`src/rtl/mem_port_arbiter_if.sv`:
```
// mem_port_arbiter_if: requester ports, memory port and status of the arbiter.
// master is the arbiter's view; slave is the requesters' and memory's view.
interface mem_port_arbiter_if #(
   parameter int NUM_PORTS  = 2,
   parameter int ADDR_WIDTH = 32,
   parameter int DATA_WIDTH = 32
);
   localparam int GW = (NUM_PORTS > 1) ? $clog2(NUM_PORTS) : 1;
   localparam int MW = DATA_WIDTH / 8;

   logic [NUM_PORTS-1:0]            req_read;
   logic [NUM_PORTS-1:0]            req_write;
   logic [NUM_PORTS*ADDR_WIDTH-1:0] req_address;
   logic [NUM_PORTS*DATA_WIDTH-1:0] req_wdata;
   logic [NUM_PORTS*MW-1:0]         req_wmask;
   logic [NUM_PORTS-1:0]            req_resp;
   logic [DATA_WIDTH-1:0]           req_rdata;

   logic                            mem_read;
   logic                            mem_write;
   logic [ADDR_WIDTH-1:0]           mem_address;
   logic [DATA_WIDTH-1:0]           mem_wdata;
   logic [MW-1:0]                   mem_wmask;
   logic                            mem_resp;
   logic [DATA_WIDTH-1:0]           mem_rdata;

   logic                            busy;
   logic [GW-1:0]                   grant_id;

   modport master (
      input  req_read, req_write, req_address, req_wdata, req_wmask,
      input  mem_resp, mem_rdata,
      output req_resp, req_rdata,
      output mem_read, mem_write, mem_address, mem_wdata, mem_wmask,
      output busy, grant_id
   );

   modport slave (
      output req_read, req_write, req_address, req_wdata, req_wmask,
      output mem_resp, mem_rdata,
      input  req_resp, req_rdata,
      input  mem_read, mem_write, mem_address, mem_wdata, mem_wmask,
      input  busy, grant_id
   );
endinterface

```
`src/rtl/mem_port_arbiter.sv`:
```
// mem_port_arbiter: N requesters share one memory port, one transaction at a time.
// Round-robin by default; define MEM_ARB_FIXED_PRIO_EN for fixed lowest-index priority.
module mem_port_arbiter #(
   parameter int NUM_PORTS  = 2,
   parameter int ADDR_WIDTH = 32,
   parameter int DATA_WIDTH = 32
) (
   input logic                clk,
   input logic                rst,
   mem_port_arbiter_if.master bus
);
   localparam int GW = (NUM_PORTS > 1) ? $clog2(NUM_PORTS) : 1;
   localparam int MW = DATA_WIDTH / 8;
   localparam logic [GW-1:0] LAST = GW'(NUM_PORTS - 1);

   typedef enum logic {
      IDLE = 1'b0,
      BUSY = 1'b1
   } state_t;

   state_t               state;
   logic                 busy_q;
   logic [GW-1:0]        grant_q;
   logic [GW-1:0]        winner;
   logic [NUM_PORTS-1:0] req_any;
   logic                 any_req;
   logic                 active;

   assign req_any = bus.req_read | bus.req_write;
   assign any_req = |req_any;
   // Reset overrides an in-flight transaction: nothing reaches memory or ports.
   assign active  = busy_q & ~rst;

`ifdef MEM_ARB_FIXED_PRIO_EN
   // Lowest requesting index wins; scanning downward leaves the lowest.
   always_comb begin
      winner = '0;
      for (int i = NUM_PORTS - 1; i >= 0; i--) begin
         if (req_any[i]) winner = GW'(i);
      end
   end
`else
   logic [GW-1:0] rr_ptr;
   logic [GW-1:0] rr_next;

   // First requester at or after rr_ptr, wrapping; downward scan keeps the nearest.
   always_comb begin
      int idx;
      idx    = 0;
      winner = '0;
      for (int k = NUM_PORTS - 1; k >= 0; k--) begin
         idx = int'(rr_ptr) + k;
         if (idx >= NUM_PORTS) idx = idx - NUM_PORTS;
         if (req_any[idx]) winner = GW'(idx);
      end
   end

   assign rr_next = (grant_q == LAST) ? '0 : grant_q + GW'(1);
`endif

   // Control FSM: grant on an idle request, release on mem_resp.
   always_ff @(posedge clk) begin
      if (rst) begin
         state   <= IDLE;
         busy_q  <= 1'b0;
         grant_q <= '0;
`ifndef MEM_ARB_FIXED_PRIO_EN
         rr_ptr  <= '0;
`endif
      end else begin
         unique case (state)
            IDLE: begin
               if (any_req) begin
                  state   <= BUSY;
                  busy_q  <= 1'b1;
                  grant_q <= winner;
               end
            end
            BUSY: begin
               if (bus.mem_resp) begin
                  state  <= IDLE;
                  busy_q <= 1'b0;
`ifndef MEM_ARB_FIXED_PRIO_EN
                  rr_ptr <= rr_next;
`endif
               end
            end
         endcase
      end
   end

   // Steer the granted port to memory and route its completion pulse.
   always_comb begin
      bus.mem_read    = 1'b0;
      bus.mem_write   = 1'b0;
      bus.mem_address = '0;
      bus.mem_wdata   = '0;
      bus.mem_wmask   = '0;
      bus.req_resp    = '0;
      if (active) begin
         bus.mem_write   = bus.req_write[grant_q];
         bus.mem_read    = bus.req_read[grant_q]
                         & ~bus.req_write[grant_q];
         bus.mem_address =
            bus.req_address[int'(grant_q)*ADDR_WIDTH +: ADDR_WIDTH];
         bus.mem_wdata   =
            bus.req_wdata[int'(grant_q)*DATA_WIDTH +: DATA_WIDTH];
         bus.mem_wmask   =
            bus.req_wmask[int'(grant_q)*MW +: MW];
         bus.req_resp[grant_q] = bus.mem_resp;
      end
   end

   assign bus.req_rdata = bus.mem_rdata;
   assign bus.busy      = active;
   assign bus.grant_id  = grant_q;
endmodule

```
`src/flat_wrapper.sv`:
```
// flat-port wrapper written by rule: the top's interface ports become plain ports
module mem_port_arbiter_flat 
#(
   parameter int NUM_PORTS  = 2,
   parameter int ADDR_WIDTH = 32,
   parameter int DATA_WIDTH = 32
)
  (clk, rst, bus_req_read, bus_req_write, bus_req_address, bus_req_wdata, bus_req_wmask, bus_mem_resp, bus_mem_rdata, bus_req_resp, bus_req_rdata, bus_mem_read, bus_mem_write, bus_mem_address, bus_mem_wdata, bus_mem_wmask, bus_busy, bus_grant_id);
  mem_port_arbiter_if #(.NUM_PORTS(NUM_PORTS), .ADDR_WIDTH(ADDR_WIDTH), .DATA_WIDTH(DATA_WIDTH)) bus_i ();
  input logic clk;
  input logic rst;
  input wire logic [$bits(bus_i.req_read)-1:0] bus_req_read;
  input wire logic [$bits(bus_i.req_write)-1:0] bus_req_write;
  input wire logic [$bits(bus_i.req_address)-1:0] bus_req_address;
  input wire logic [$bits(bus_i.req_wdata)-1:0] bus_req_wdata;
  input wire logic [$bits(bus_i.req_wmask)-1:0] bus_req_wmask;
  input wire logic [$bits(bus_i.mem_resp)-1:0] bus_mem_resp;
  input wire logic [$bits(bus_i.mem_rdata)-1:0] bus_mem_rdata;
  output wire logic [$bits(bus_i.req_resp)-1:0] bus_req_resp;
  output wire logic [$bits(bus_i.req_rdata)-1:0] bus_req_rdata;
  output wire logic [$bits(bus_i.mem_read)-1:0] bus_mem_read;
  output wire logic [$bits(bus_i.mem_write)-1:0] bus_mem_write;
  output wire logic [$bits(bus_i.mem_address)-1:0] bus_mem_address;
  output wire logic [$bits(bus_i.mem_wdata)-1:0] bus_mem_wdata;
  output wire logic [$bits(bus_i.mem_wmask)-1:0] bus_mem_wmask;
  output wire logic [$bits(bus_i.busy)-1:0] bus_busy;
  output wire logic [$bits(bus_i.grant_id)-1:0] bus_grant_id;
  assign bus_i.req_read = bus_req_read;
  assign bus_i.req_write = bus_req_write;
  assign bus_i.req_address = bus_req_address;
  assign bus_i.req_wdata = bus_req_wdata;
  assign bus_i.req_wmask = bus_req_wmask;
  assign bus_i.mem_resp = bus_mem_resp;
  assign bus_i.mem_rdata = bus_mem_rdata;
  assign bus_req_resp = bus_i.req_resp;
  assign bus_req_rdata = bus_i.req_rdata;
  assign bus_mem_read = bus_i.mem_read;
  assign bus_mem_write = bus_i.mem_write;
  assign bus_mem_address = bus_i.mem_address;
  assign bus_mem_wdata = bus_i.mem_wdata;
  assign bus_mem_wmask = bus_i.mem_wmask;
  assign bus_busy = bus_i.busy;
  assign bus_grant_id = bus_i.grant_id;
  mem_port_arbiter #(.NUM_PORTS(NUM_PORTS), .ADDR_WIDTH(ADDR_WIDTH), .DATA_WIDTH(DATA_WIDTH)) u_core (.clk(clk), .rst(rst), .bus(bus_i));
endmodule
```
`config.mk`:
```
export PLATFORM = sky130hd
export DESIGN_NAME = mem_port_arbiter_flat
export DESIGN_NICKNAME = d
export VERILOG_FILES = /design/src/rtl/mem_port_arbiter_if.sv /design/src/rtl/mem_port_arbiter.sv /design/src/flat_wrapper.sv
export SDC_FILE = /design/constraint.sdc
export NUM_CORES = 1
export LEC_CHECK = 0
export BUFFER_PORTS_ARGS = -buffer_cell sky130_fd_sc_hd__clkbuf_2
export CAP_MARGIN = 30
export CORE_AREA = 8 8 102 104
export CTS_BUF_LIST = sky130_fd_sc_hd__clkbuf_2 sky130_fd_sc_hd__clkbuf_4 sky130_fd_sc_hd__clkbuf_8
export DETAILED_ROUTE_END_ITERATION = 8
export DIE_AREA = 0 0 110 112
export SYNTH_ARGS = -nofsm -noshare
export SYNTH_HDL_FRONTEND = slang
export SYNTH_SLANG_ARGS = --single-unit
```
`constraint.sdc`:
```
create_clock -name clk -period 1.6 [get_ports clk]
set_input_delay 0.08 -clock clk [delete_from_list [all_inputs] [get_ports clk]]
set_output_delay 0.08 -clock clk [all_outputs]
set_load 0.01 [all_outputs]
```
Word-level counts from Yosys, hierarchy flattened

Cells that the tools add are included.

ROM bits: 0
Output and inout port bits: 106
Latch bits: 0
Logic and storage cells: 60
Memory bits (writable): 0
Memories: 0
Flip-flop bits (word level): 4

Add/sub/neg operators: 4
Shift-type cells: 3
Equality and inequality tests: 2
Multipliers: 0
Div/mod/pow operators: 0
Order comparisons: 6
Bitwise operators: 7
Reductions and logical operators: 5
Mux-type cells: 29

Operators by type and width:

| operator                                                                       | count |
|---|---|
| 32-bit two-way mux                                                             | 4 |
| 64-bit by 7-bit variable part select with 32-bit output                        | 2 |
| 32-bit by 3-bit less-than comparator with 1-bit output (second input constant) | 2 |
| 32-bit by 3-bit >= comparator with 1-bit output (second input constant)        | 1 |
| 32-bit by 3-bit subtractor with 32-bit output (second input constant)          | 1 |
| 1-bit two-way mux                                                              | 20 |
| 8-bit by 4-bit variable part select with 4-bit output                          | 1 |
| 2-bit AND reduction                                                            | 3 |
| 4-bit two-way mux                                                              | 1 |
| 1-bit one-hot mux with 2 select lines                                          | 2 |
| 1-bit NOT                                                                      | 3 |
| 1-bit by 2-bit subtractor with 3-bit output (second input constant)            | 1 |
| 1-bit by 1-bit adder with 2-bit output (second input constant)                 | 1 |
| 1-bit AND                                                                      | 2 |
| 2-bit AND                                                                      | 1 |
| 1-bit by 2-bit >= comparator with 1-bit output (second input constant)         | 1 |
| 1-bit by 2-bit less-than comparator with 1-bit output (second input constant)  | 1 |
| 2-bit two-way mux                                                              | 1 |
| 2-bit by 1-bit != test with 1-bit output (second input constant)               | 1 |
| 2-bit != test (second input constant)                                          | 1 |
| 2-bit OR                                                                       | 1 |
| 2-bit OR reduction                                                             | 1 |
| 1-bit adder (second input constant)                                            | 1 |
| 1-bit demux with 1-bit select                                                  | 1 |
| other kinds (2)                                                                | 2 |

Longest topological paths before layout

Depth in word-level cells: 8
Gate-level depth with buffers: 4
Depth with buffers taken out: 3

Worst setup path before layout

Ideal clock, no wire load.

Path kind: register -> output
From: register u_core.grant_q, in the netlist u_core.bus.grant_id
To: output bus_mem_read
Stages on the path, launching flop included: 5
Setup slack: 0.481 ns
Data required time: 1.520 ns
Buffers on the path: 2
Arrival: 1.039 ns
Cells stage by stage: dfxtp_1 -> buf_8 -> buf_12 -> nand3b_1 -> a21oi_1

Word-level cells in the longest chain between the ends: 5
Elaborated cells on any way between the ends: 7
Those cells by class: mux: 5; bitwise: 2

RTL lines:

| element                                              | RTL line                | text |
|---|---|---|
| from (decl)                                          | mem_port_arbiter.sv:23  | `logic [GW-1:0] grant_q;` |
| from (signal assigned)                               | mem_port_arbiter.sv:76  | `grant_q <= winner;` |
| 1-bit two-way mux (not written as such) (2 in a row) | mem_port_arbiter.sv:103 | `& ~bus.req_write[grant_q];` |
| 1-bit NOT                                            | mem_port_arbiter.sv:103 |  |
| 1-bit AND *                                          | mem_port_arbiter.sv:103 |  |
| 1-bit two-way mux *                                  | mem_port_arbiter.sv:100 | `if (active) begin` |
| to (decl)                                            | flat_wrapper.sv:21      | `output wire logic [$bits(bus_i.mem_read)-1:0] bus_mem_read;` |

Every way passes the cells marked *; elsewhere a longest branch is shown, timed or not. The select of a mux whose other input is x is not followed.

Final worst setup path

Ends and elaborated chain as after synthesis.

==> results by group <==
Synth
  • Synth Area per Inst: between 7 and 8 µm²
  • Fraction of registers with async set/reset: 0
  • Mux contribution to synthesized area: 0.413
  • Synth warnings: 0
  • Synth unique cells: 24
  • Synth Area in XOR/XNOR: 0
  • Commonest cells in the netlist: mux2i_1, nor2_1, buf_4
  • Synth Area in Adders: 0
  • Syn Std Cell Area: 0.00167 mm²
  • Main combinational cell family by area after synthesis: multiplexers
  • Post-synthesis simple-gate area fraction: 0.239
  • Top-count cell post-synth: mux2i_1
  • Synth Register Bits: 4
  • Synthesized Nets: roughly 390
  • Post-synth EDFFs: 0
  • Largest area contributor in the netlist: mux2i_1
  • Synth Instances: between 200 and 250
  • Post-synth top area share: 0.413
  • Area contributors post-synth: mux2i_1, buf_4, nor2_2, nor2_1, buf_12
  • Synth Area in Compound Gates: 0.0360
  • Ys flop type: dfxtp_1
  • Register area share after synthesis: 0.0479

Global route
  • Initial antenna violation count: 0
  • GRT Total Usage: 0.103
  • Total grt overflow: 0
  • Vias in the first global route: 2271
  • First-pass GRT wire length: between 10 and 15 mm
  • Largest net degree at the start of global routing: 24

Timing
  • Slew @ Worst Pin: 0.412 ns
  • Max Clock Skew: ~0.0064 ns
  • Fin crit period: 1.51 ns
  • Setup_tns: 0 ns
  • Setup violations, final: 0
  • Achievable Freq: between 0.6 and 0.7 GHz
  • Final Hold Fails: 0
  • Crit share post-route: 0.941
  • RSZ-0062 raised after global routing: false
  • Final Max Slew Viols: 0
  • Slew margin rel.: 0.723

Clocking
  • Worst-Skew Late Latency: approximately 0.22 ns
  • CTS tree: done
  • Clock Pin Slew Worst Setup and Hold Paths: 0.04 ns
  • CTS max path bufs: 2
  • Hold_buf cts: 0
  • Sink Count: 4
  • CTS buffer count: 3
  • CTS root buf: clkbuf_8
  • H-tree levels: 1

Pwr
  • P per Cell Area: approximately 410 mW/mm²
  • P_leak: approximately 1.4 nW
  • VDD IR-drop max: around 0.00016 V

Die
  • I/O Pins: about 280
  • Die area: between 0.01 and 0.015 mm²
  • Core Region: between 0.008 and 0.009 mm²
  • Die height: ~110 µm
  • Die Width: 110 µm
  • Initial Util: 0.188
  • FP Rows: 35

Cells and area
  • Seq. cell area: 83.8 µm²
  • Final instance area: between 0.002 and 0.003 mm²
  • Diodes inserted: 0
  • Layout Utilization: 0.297
  • NumNets Final: 568
  • Area grow syn2layout: 58.2%
  • Fillers: 992
  • Fraction of layout instances using a drive strength above 1: 0.676
  • Multi-input logic area: 0.00116 mm²

Critical path
  • Crit start category: flop
  • FF-to-FF setup slack: about 0.7 ns
  • Worst Path Required: approximately 1.5 ns
  • WS Path Type: reg -> out
  • Worst Setup End Kind: output pin
  • CP arrival: roughly 1.4 ns
  • Critical path peak fanout: 12

Routing
  • Final ANT Viol Nets: 0
  • Detailed Route Iter0 Violations: 63
  • WL/cell: 13.9 µm
  • DR pass1 iterations: 4
  • DR vias: ~2100
  • Final WL: 6.99 mm
  • DRC violations left: 0
  • Vias per inst: between 4 and 5

Hold path
  • Hold crit path type: in -> reg

Placed design
  • HPWL after detailed placement: 6.25 mm
  • Port bufs: between 200 and 250
  • Placed Area: about 0.0026 mm²
  • Routability cong.: between 0.7 and 0.8

Job
  • Maxcap violations: 0

Outcome
  • Outcome: finished, final reports clean
repair_timing:
action,4_1_cts,5_1_grt
setup buffers,1,2
pin swaps,1,0
resized for setup,2,0
setup endpoints to repair,11,5
cell usage in the layout, fill, tap and decap left out:
| cell type | instances |
|---|---|
| a211oi_1 | 2 |
| a21oi_1 | 2 |
| and2_1 | 1 |
| and3_1 | 1 |
| buf_12 | 4 |
| buf_4 | 6 |
| clkbuf_2 | 216 |
| clkbuf_4 | 1 |
| clkbuf_8 | 3 |
| dfxtp_1 | 3 |
| dfxtp_4 | 1 |
| inv_1 | 1 |
| inv_2 | 1 |
| mux2i_1 | 69 |
| nand2b_1 | 1 |
| nand2b_4 | 1 |
| nand3b_1 | 1 |
| nor2_1 | 40 |
| nor2_2 | 30 |
| nor3b_1 | 1 |
| nor4_1 | 1 |
| o21ba_2 | 2 |
| o22ai_1 | 1 |
| o32ai_1 | 1 |
| or2_1 | 1 |
| or3b_1 | 1 |
flip-flops by register name, summed over array words and instances, names as in the netlist:
signal	count
u_core.busy_q	1
u_core.state	1
u_core.rr_ptr	1
u_core.bus.grant_id	1
cell families after synthesis:
group           count (synthesis)
simple gates                   79
mux                            69
flops                           4
compound gates                  8
buf+inv                        50
through the flow:
stage	std cells	total power, mW	hold slack (ns)	setup WS (ns)
6_report	503	1.08	0.0907	0.0944
5_1_grt	503	1.17	0.0977	0.0270
4_1_cts	501	1.10	0.0792	0.0155
3_5_place_dp	496	0.840	0.160	0.171
3_3_place_gp	496	0.825	0.160	0.227
2_1_floorplan	210	0.627	0.153	0.481
worst max-delay path, cell delays in order (launching register included):
cell and delay (ns):
dfxtp_4 0.40, buf_12 0.17, or3b_1 0.36, a21oi_1 0.12
clkbuf_2 0.16
final cells by class:
type / count / area share
Clock buffer: 4 / 0.0185
Inverter: 2 / 0.00284
Multi-Input combinational cell: 156 / 0.438
Sequential cell: 4 / 0.0317
Tap cell: 111 / 0.0526
Timing Repair Buffer: 226 / 0.456
power breakdown:
group	total, mW	switching (mW)	internal, mW
Clock	0.241	0.0534	0.187
Sequential	0.123	0.0136	0.109
Combinational	0.716	0.343	0.374
Total	1.08	0.410	0.670
layer usage:
metal | wire (µm) | track usage | up-vias
li1 | - | - | 1036
met1 | 2350 | 0.103 | 936
met2 | 3750 | 0.194 | 100
met3 | 788 | 0.0295 | 16
met4 | 94 | 0.0333 | 0
met5 | 0 | 0 | -
final timing paths:
check,startpoint,end,cells after the start
setup / recovery,u_core.bus.grant_id$_SDFFE_PP0P_,bus_mem_read,4
hold / removal,rst,u_core.rr_ptr$_SDFFE_PP0P_,2
setup reg to reg,u_core.bus.grant_id$_SDFFE_PP0P_,u_core.bus.grant_id$_SDFFE_PP0P_,3
hold reg to reg,u_core.state$_SDFF_PP0_,u_core.state$_SDFF_PP0_,2
Power figures use the tool's default switching activity.
